## src/rtl/breakout_hit_arbiter_if.sv

```systemverilog
// Column-side bus of the breakout hit arbiter: per-column hit requests and
// score counts in, registered bounce command and last granted column out.
interface breakout_hit_arbiter_if #(
  parameter int unsigned NCOL  = 8,
  parameter int unsigned CNT_W = 6
) ();
  logic [NCOL-1:0]       col_hit_u;
  logic [NCOL-1:0]       col_hit_d;
  logic [NCOL-1:0]       col_hit_l;
  logic [NCOL-1:0]       col_hit_r;
  logic [NCOL*CNT_W-1:0] col_count;
  logic                  bounce_u;
  logic                  bounce_d;
  logic                  bounce_l;
  logic                  bounce_r;
  logic [2:0]            grant_col;

  modport master (
    output col_hit_u, col_hit_d, col_hit_l, col_hit_r, col_count,
    input  bounce_u, bounce_d, bounce_l, bounce_r, grant_col
  );

  modport slave (
    input  col_hit_u, col_hit_d, col_hit_l, col_hit_r, col_count,
    output bounce_u, bounce_d, bounce_l, bounce_r, grant_col
  );
endinterface

```

## src/rtl/breakout_hit_arbiter.sv

```systemverilog
// Breakout game sequencer: one round-robin bounce grant per frame, saturating
// score total, and the serve/play/lose/win state machine with board_reset.
module breakout_hit_arbiter #(
  parameter int unsigned NCOL         = 8,
  parameter int unsigned CNT_W        = 6,
  parameter int unsigned SCORE_W      = 10,
  parameter int unsigned LIVES        = 3,
  parameter int unsigned SERVE_FRAMES = 60,
  parameter int unsigned WIN_SCORE    = 360
) (
  input  logic                  clk,
  input  logic                  reset,
  input  logic                  frame_tick,
  input  logic                  start_btn,
  input  logic                  ball_miss,
  breakout_hit_arbiter_if.slave hit_bus,
  output logic [SCORE_W-1:0]    score,
  output logic [2:0]            lives,
  output logic                  ball_enable,
  output logic                  board_reset,
  output logic [2:0]            game_state
);

  typedef enum logic [2:0] {
    ST_IDLE  = 3'd0,
    ST_SERVE = 3'd1,
    ST_PLAY  = 3'd2,
    ST_LOST  = 3'd3,
    ST_WON   = 3'd4,
    ST_OVER  = 3'd5
  } state_t;

  localparam logic [2:0]  LIVES_INIT = 3'(LIVES);
  localparam logic [7:0]  SERVE_LAST = 8'(SERVE_FRAMES - 1);
  localparam logic [2:0]  GRANT_INIT = 3'(NCOL - 1);
  localparam logic [31:0] SCORE_MAX  = (32'd1 << SCORE_W) - 32'd1;

  state_t             state_q, state_d;
  logic [2:0]         lives_q, lives_d;
  logic [7:0]         serve_cnt_q, serve_cnt_d;
  logic               cooldown_q, cooldown_d;
  logic [2:0]         grant_col_q, grant_col_d;
  logic [3:0]         bounce_q, bounce_d;
  logic [SCORE_W-1:0] score_q, score_d;
  logic               board_reset_q, board_reset_d;

  logic [7:0]  hit_u8, hit_d8, hit_l8, hit_r8, req;
  logic        found, grant;
  logic [2:0]  grant_idx, pos;
  logic [31:0] sum;

  // Round-robin search starts one past the last grant and wraps modulo NCOL.
  always_comb begin
    hit_u8 = '0;
    hit_d8 = '0;
    hit_l8 = '0;
    hit_r8 = '0;
    hit_u8[NCOL-1:0] = hit_bus.col_hit_u;
    hit_d8[NCOL-1:0] = hit_bus.col_hit_d;
    hit_l8[NCOL-1:0] = hit_bus.col_hit_l;
    hit_r8[NCOL-1:0] = hit_bus.col_hit_r;
    req       = hit_u8 | hit_d8 | hit_l8 | hit_r8;
    found     = 1'b0;
    grant_idx = grant_col_q;
    pos       = '0;
    for (int unsigned k = 1; k <= NCOL; k++) begin
      pos = 3'((32'(grant_col_q) + k) % NCOL);
      if (!found && req[pos]) begin
        found     = 1'b1;
        grant_idx = pos;
      end
    end
    grant = found && (state_q == ST_PLAY) && !cooldown_q && !ball_miss;
  end

  always_comb begin
    sum = '0;
    for (int unsigned i = 0; i < NCOL; i++) begin
      sum = sum + 32'(hit_bus.col_count[i*CNT_W +: CNT_W]);
    end
    score_d = (sum > SCORE_MAX) ? '1 : sum[SCORE_W-1:0];
  end

  always_comb begin
    state_d       = state_q;
    lives_d       = lives_q;
    serve_cnt_d   = serve_cnt_q;
    cooldown_d    = cooldown_q;
    grant_col_d   = grant_col_q;
    bounce_d      = '0;
    board_reset_d = 1'b0;

    if (frame_tick) cooldown_d = 1'b0;
    // A grant in the tick cycle itself re-arms the cooldown for the new frame.
    if (grant) begin
      cooldown_d  = 1'b1;
      grant_col_d = grant_idx;
      bounce_d    = {hit_u8[grant_idx], hit_d8[grant_idx],
                     hit_l8[grant_idx], hit_r8[grant_idx]};
    end

    unique case (state_q)
      ST_IDLE, ST_WON, ST_OVER: begin
        if (start_btn) begin
          state_d       = ST_SERVE;
          board_reset_d = 1'b1;
          lives_d       = LIVES_INIT;
          serve_cnt_d   = '0;
          cooldown_d    = 1'b0;
        end
      end
      ST_SERVE: begin
        if (frame_tick) begin
          if (serve_cnt_q == SERVE_LAST) begin
            state_d     = ST_PLAY;
            serve_cnt_d = '0;
          end else begin
            serve_cnt_d = serve_cnt_q + 8'd1;
          end
        end
      end
      ST_PLAY: begin
        if (ball_miss)                         state_d = ST_LOST;
        else if (32'(score_q) >= WIN_SCORE)    state_d = ST_WON;
      end
      ST_LOST: begin
        lives_d     = lives_q - 3'd1;
        serve_cnt_d = '0;
        cooldown_d  = 1'b0;
        state_d     = (lives_q == 3'd1) ? ST_OVER : ST_SERVE;
      end
      default: state_d = ST_IDLE;
    endcase
  end

  always_ff @(posedge clk) begin
    if (reset) begin
      state_q       <= ST_IDLE;
      lives_q       <= LIVES_INIT;
      serve_cnt_q   <= '0;
      cooldown_q    <= 1'b0;
      grant_col_q   <= GRANT_INIT;
      bounce_q      <= '0;
      score_q       <= '0;
      board_reset_q <= 1'b0;
    end else begin
      state_q       <= state_d;
      lives_q       <= lives_d;
      serve_cnt_q   <= serve_cnt_d;
      cooldown_q    <= cooldown_d;
      grant_col_q   <= grant_col_d;
      bounce_q      <= bounce_d;
      score_q       <= score_d;
      board_reset_q <= board_reset_d;
    end
  end

  assign hit_bus.bounce_u  = bounce_q[3];
  assign hit_bus.bounce_d  = bounce_q[2];
  assign hit_bus.bounce_l  = bounce_q[1];
  assign hit_bus.bounce_r  = bounce_q[0];
  assign hit_bus.grant_col = grant_col_q;
  assign score             = score_q;
  assign lives             = lives_q;
  assign ball_enable       = (state_q == ST_PLAY);
  assign board_reset       = board_reset_q;
  assign game_state        = state_q;

endmodule

```

## src/flat_wrapper.sv

```systemverilog
// flat-port wrapper written by rule: the top's interface ports become plain ports
module breakout_hit_arbiter_flat 
#(
  parameter int unsigned NCOL         = 8,
  parameter int unsigned CNT_W        = 6,
  parameter int unsigned SCORE_W      = 10,
  parameter int unsigned LIVES        = 3,
  parameter int unsigned SERVE_FRAMES = 60,
  parameter int unsigned WIN_SCORE    = 360
)
  (clk, reset, frame_tick, start_btn, ball_miss, score, lives, ball_enable, board_reset, game_state, hit_bus_col_hit_u, hit_bus_col_hit_d, hit_bus_col_hit_l, hit_bus_col_hit_r, hit_bus_col_count, hit_bus_bounce_u, hit_bus_bounce_d, hit_bus_bounce_l, hit_bus_bounce_r, hit_bus_grant_col);
  breakout_hit_arbiter_if #(.NCOL(NCOL), .CNT_W(CNT_W)) hit_bus_i ();
  input  logic clk;
  input  logic reset;
  input  logic frame_tick;
  input  logic start_btn;
  input  logic ball_miss;
  output logic [SCORE_W-1:0] score;
  output logic [2:0] lives;
  output logic ball_enable;
  output logic board_reset;
  output logic [2:0] game_state;
  input wire logic [$bits(hit_bus_i.col_hit_u)-1:0] hit_bus_col_hit_u;
  input wire logic [$bits(hit_bus_i.col_hit_d)-1:0] hit_bus_col_hit_d;
  input wire logic [$bits(hit_bus_i.col_hit_l)-1:0] hit_bus_col_hit_l;
  input wire logic [$bits(hit_bus_i.col_hit_r)-1:0] hit_bus_col_hit_r;
  input wire logic [$bits(hit_bus_i.col_count)-1:0] hit_bus_col_count;
  output wire logic [$bits(hit_bus_i.bounce_u)-1:0] hit_bus_bounce_u;
  output wire logic [$bits(hit_bus_i.bounce_d)-1:0] hit_bus_bounce_d;
  output wire logic [$bits(hit_bus_i.bounce_l)-1:0] hit_bus_bounce_l;
  output wire logic [$bits(hit_bus_i.bounce_r)-1:0] hit_bus_bounce_r;
  output wire logic [$bits(hit_bus_i.grant_col)-1:0] hit_bus_grant_col;
  assign hit_bus_i.col_hit_u = hit_bus_col_hit_u;
  assign hit_bus_i.col_hit_d = hit_bus_col_hit_d;
  assign hit_bus_i.col_hit_l = hit_bus_col_hit_l;
  assign hit_bus_i.col_hit_r = hit_bus_col_hit_r;
  assign hit_bus_i.col_count = hit_bus_col_count;
  assign hit_bus_bounce_u = hit_bus_i.bounce_u;
  assign hit_bus_bounce_d = hit_bus_i.bounce_d;
  assign hit_bus_bounce_l = hit_bus_i.bounce_l;
  assign hit_bus_bounce_r = hit_bus_i.bounce_r;
  assign hit_bus_grant_col = hit_bus_i.grant_col;
  breakout_hit_arbiter #(.NCOL(NCOL), .CNT_W(CNT_W), .SCORE_W(SCORE_W), .LIVES(LIVES), .SERVE_FRAMES(SERVE_FRAMES), .WIN_SCORE(WIN_SCORE)) u_core (.clk(clk), .reset(reset), .frame_tick(frame_tick), .start_btn(start_btn), .ball_miss(ball_miss), .hit_bus(hit_bus_i), .score(score), .lives(lives), .ball_enable(ball_enable), .board_reset(board_reset), .game_state(game_state));
endmodule
```

## config.mk

```make
export PLATFORM = sky130hd
export DESIGN_NAME = breakout_hit_arbiter_flat
export DESIGN_NICKNAME = d
export VERILOG_FILES = /design/src/rtl/breakout_hit_arbiter_if.sv /design/src/rtl/breakout_hit_arbiter.sv /design/src/flat_wrapper.sv
export SDC_FILE = /design/constraint.sdc
export NUM_CORES = 1
export LEC_CHECK = 0
export CORE_MARGIN = 10
export CORE_UTILIZATION = 53
export CTS_CLUSTER_SIZE = 40
export DETAILED_ROUTE_END_ITERATION = 12
export PLACE_DENSITY = 0.87
export SYNTH_ARGS = -nofsm -noshare
export SYNTH_HDL_FRONTEND = slang
export SYNTH_SLANG_ARGS = --single-unit
export TNS_END_PERCENT = 5
```

## constraint.sdc

```tcl
create_clock -name clk -period 12.8 [get_ports clk]
set_input_delay 1.92 -clock clk [delete_from_list [all_inputs] [get_ports clk]]
set_output_delay 1.92 -clock clk [all_outputs]
set_load 0.02 [all_outputs]
```

==> summary.txt <==
Global routing
  – Largest net degree at the start of global routing: 29
  – GR Layer Usage met1: 0.2189
  – GR Layer Usage met2: 0.3432
  – Initial antenna violation count: 0
  – GR peak layer: met2
  – Vias in the first global route: 3998
  – Global-route wire length before repair: 18340 um
  – Met3 usage: 0.04408
  – All-Layer GR Usage: 0.1940
  – Grt ovf: 0

Timing
  – Relative slew margins: 0.3268
  – Slew Limit Fails: 0
  – Achievable frequency: 149.9 MHz
  – Setup TNS: 0 ns
  – Worst-Margin Slew: 0.9989 ns
  – Setup violations, final: 0
  – Period utilisation layout: 0.5212
  – Shortest period the worst path allows: 6.671 ns
  – Hold Violations, Final: 0
  – RSZ-0062 raised after global routing: no
  – Worst Skew: 0.01204 ns

Finish
  – Non-Filler Instances: 664
  – Antenna cells: 0
  – Fin util: 0.7159
  – Share of cells above drive strength 1: 0.09027
  – Area added between synthesis and finish: 31.70%
  – Final nets: 702

Floorplanning
  – Total core area: 7253 um^2
  – Starting Density: 0.5436
  – IO Pins: 110
  – Die W: 106.3 um
  – DIE HEIGHT: 106.3 um
  – # rows: 31
  – Die area: 11290 um^2

Synthesis
  – Cell area after synthesis: 3943 um^2
  – Post-synth EDFFs: 0
  – Area leader, netlist: dfxtp_1
  – Sequential area share after synthesis: 0.1676
  – Synth top area cells: dfxtp_1, fa_1, ha_1
  – Syn Inst Count: 464
  – Syn Area/Cell: 8.497 um^2
  – Area share of the largest cell type after synthesis: 0.1676
  – Library cells used by synthesis: 76
  – Synth Net Count: 602
  – Syn. warnings: 0
  – Flops & latches, synth: 33
  – Share of synthesized flip-flops with an asynchronous set or reset: 0
  – Predominant post-synthesis flop cell: dfxtp_1

Worst setup path
  – Req. time, crit path: 12.97 ns
  – Crit Path Max Fanout: 2
  – Worst Setup Path Type: input pin to flip-flop
  – CP Capture Type: flip-flop
  – Critical Path Source Type: input pin
  – Critical Path AT: 6.84 ns

Clock tree
  – H-tree depth: 2
  – Clk sinks: 33
  – Total CTS buffers: 5
  – Worst skew pair latency: 0.31 ns
  – Clock Pin Slew Worst Setup and Hold Paths: 0.07 ns
  – CTS tree: built
  – Clk Tree Root Cell: clkbuf_8
  – Clock buffer depth: 2
  – Setup bufs post-CTS: 0
  – CTS-repair resized insts: 0
  – Post-cts hold buffer count: 0

Power and ir drop
  – Sw Share: 0.4344
  – Clock Power Share: 0.138
  – P_sw: 327.1 uW
  – Combinational fraction of design power: 0.674
  – Power share of the sequential group: 0.189
  – Power Dens Cells: 145.0 nW/um^2
  – Max VDD drop: 126.0 uV
  – Cell leakage power: 2.201 nW
  – P_int: 425.9 uW

Min path
  – Type of the most critical hold path: flip-flop to flip-flop

Flow run
  – MaxCap Viol Count: 0

Route
  – Mean routed wirelength per cell: 16.30 um
  – Via density: 5.611
  – TritonRoute pass-1 iters: 4
  – DR iter-0 viols: 141
  – Total wire length: 10820 um
  – Post-route ant nets: 0
  – Via count: 3726
  – Drt drc: 0

Placement
  – Inst Count DP: 656
  – HPWL after DPL: 9027 um
  – PortBufs: 109
  – Routability cong.: 1.014

Outcome
  – Status: finished, final reports clean
-- logic make-up after synthesis --
logic type | share of synthesized area
muxes | 0.03491
xor gates and xnor gates | 0.05522
and+or+nand+nor | 0.2256
adders and majority gates | 0.2234
buffers and inverters | 0.07521
DFF | 0.1676
AOI/OAI and AO/OA | 0.2180
-- synthesized netlist by cell type (4+ instances only) --
library cell / count
or4_1: 4
or2_2: 5
o21ai_1: 4
nand4b_1: 5
o311ai_1: 4
mux2i_1: 7
o21ai_0: 9
nor4_1: 6
fa_1: 29
nand2_1: 39
dfxtp_1: 33
nor3_1: 11
nor2_1: 25
clkbuf_1: 6
o22ai_2: 4
o22ai_1: 8
a211o_1: 4
buf_2: 7
a21boi_2: 4
xnor2_1: 13
nand2b_1: 15
nand3_1: 13
xor2_1: 10
nor2b_1: 10
ha_1: 24
a21o_1: 6
or4_4: 4
inv_1: 54
a21oi_1: 32
-- layout by cell type (no fill, tap or decap), drive strengths merged, types with 13 or more instances in the layout --
cell / netlist / final
dfxtp: 33 / 33
clkdlybuf4s50: 0 / 109
a21oi: 34 / 34
xnor2: 14 / 14
nor2: 26 / 26
inv: 55 / 55
ha: 24 / 24
nand2b: 15 / 15
nand2: 39 / 39
o21ai: 15 / 15
nand3: 13 / 13
o22ai: 13 / 13
fa: 29 / 29
-- registers in the layout, indices dropped and copies added (netlist names) --
register,count
u_core.score,10
u_core.cooldown_q,1
u_core.lives,3
u_core.hit_bus.grant_col,3
u_core.board_reset,1
u_core.serve_cnt_q,8
u_core.game_state,3
u_core.bounce_q,4
-- path summary, 6_finish.rpt --
| kind | to | slack [ns] | startpoint | cells past startpoint |
|---|---|---|---|---|
| hold / removal | u_core.cooldown_q | 0.49 | u_core.cooldown_q | 2 |
| hold reg to reg | u_core.cooldown_q | 0.49 | u_core.cooldown_q | 2 |
| setup reg to reg | u_core.bounce_q[1] | 8.57 | u_core.hit_bus.grant_col[1] | 12 |
| setup / recovery | u_core.score[8] | 6.13 | hit_bus_col_count[0] | 19 |
-- per-layer routing --
layer  routed length [um]  vias to the layer above
met3                  773                       20
met2                 5363                      140
met4                  283                        0
met5                    0                        -
met1                 4402                     1744
li1                     -                     1822
-- area by class of cell --
class	count	area [um^2]
multi-input combinational	359	2985
fill	563	2061
tap	99	123.9
clock inverter	3	46.29
inverter	55	209.0
sequential	33	660.6
timing repair buffer	110	1099
clock buffer	5	68.82
-- power groups by stage --
stage | Clock (mW) | Combinational (mW) | Sequential, mW
2_1_floorplan | 0 | 0.362 | 0.153
3_3_place_gp | 0 | 0.480 | 0.144
3_5_place_dp | 0 | 0.507 | 0.143
4_1_cts | 0.104 | 0.511 | 0.141
5_1_grt | 0.108 | 0.582 | 0.144
6_report | 0.104 | 0.507 | 0.142
-- stage by stage --
step	cell area [um^2]	setup slack, ns	hold WS [ns]	power [mW]
floorplan	3943	6.479	0.4528	0.5153
global route	5192	5.865	0.5235	0.8349
CTS	5192	6.096	0.4979	0.7566
finish	5192	6.129	0.4932	0.7530
detailed placement	5077	5.780	0.4850	0.6508
global placement	5077	5.929	0.4722	0.6239
-- critical path, stage by stage --
cell and delay, ns:
clkdlybuf4s50_1 0.40, ha_1 0.23, fa_1 0.43, xor2_1 0.18, fa_1 0.48, inv_1 0.05
fa_1 0.50, fa_1 0.54, inv_1 0.05, fa_1 0.50, ha_1 0.32, a21o_1 0.16
a21o_1 0.19, a21o_1 0.18, a21oi_1 0.21, o21bai_1 0.09, a21oi_1 0.18, xor2_1 0.17
nor2_1 0.05
Note: power is estimated with default switching activity, not from simulation.
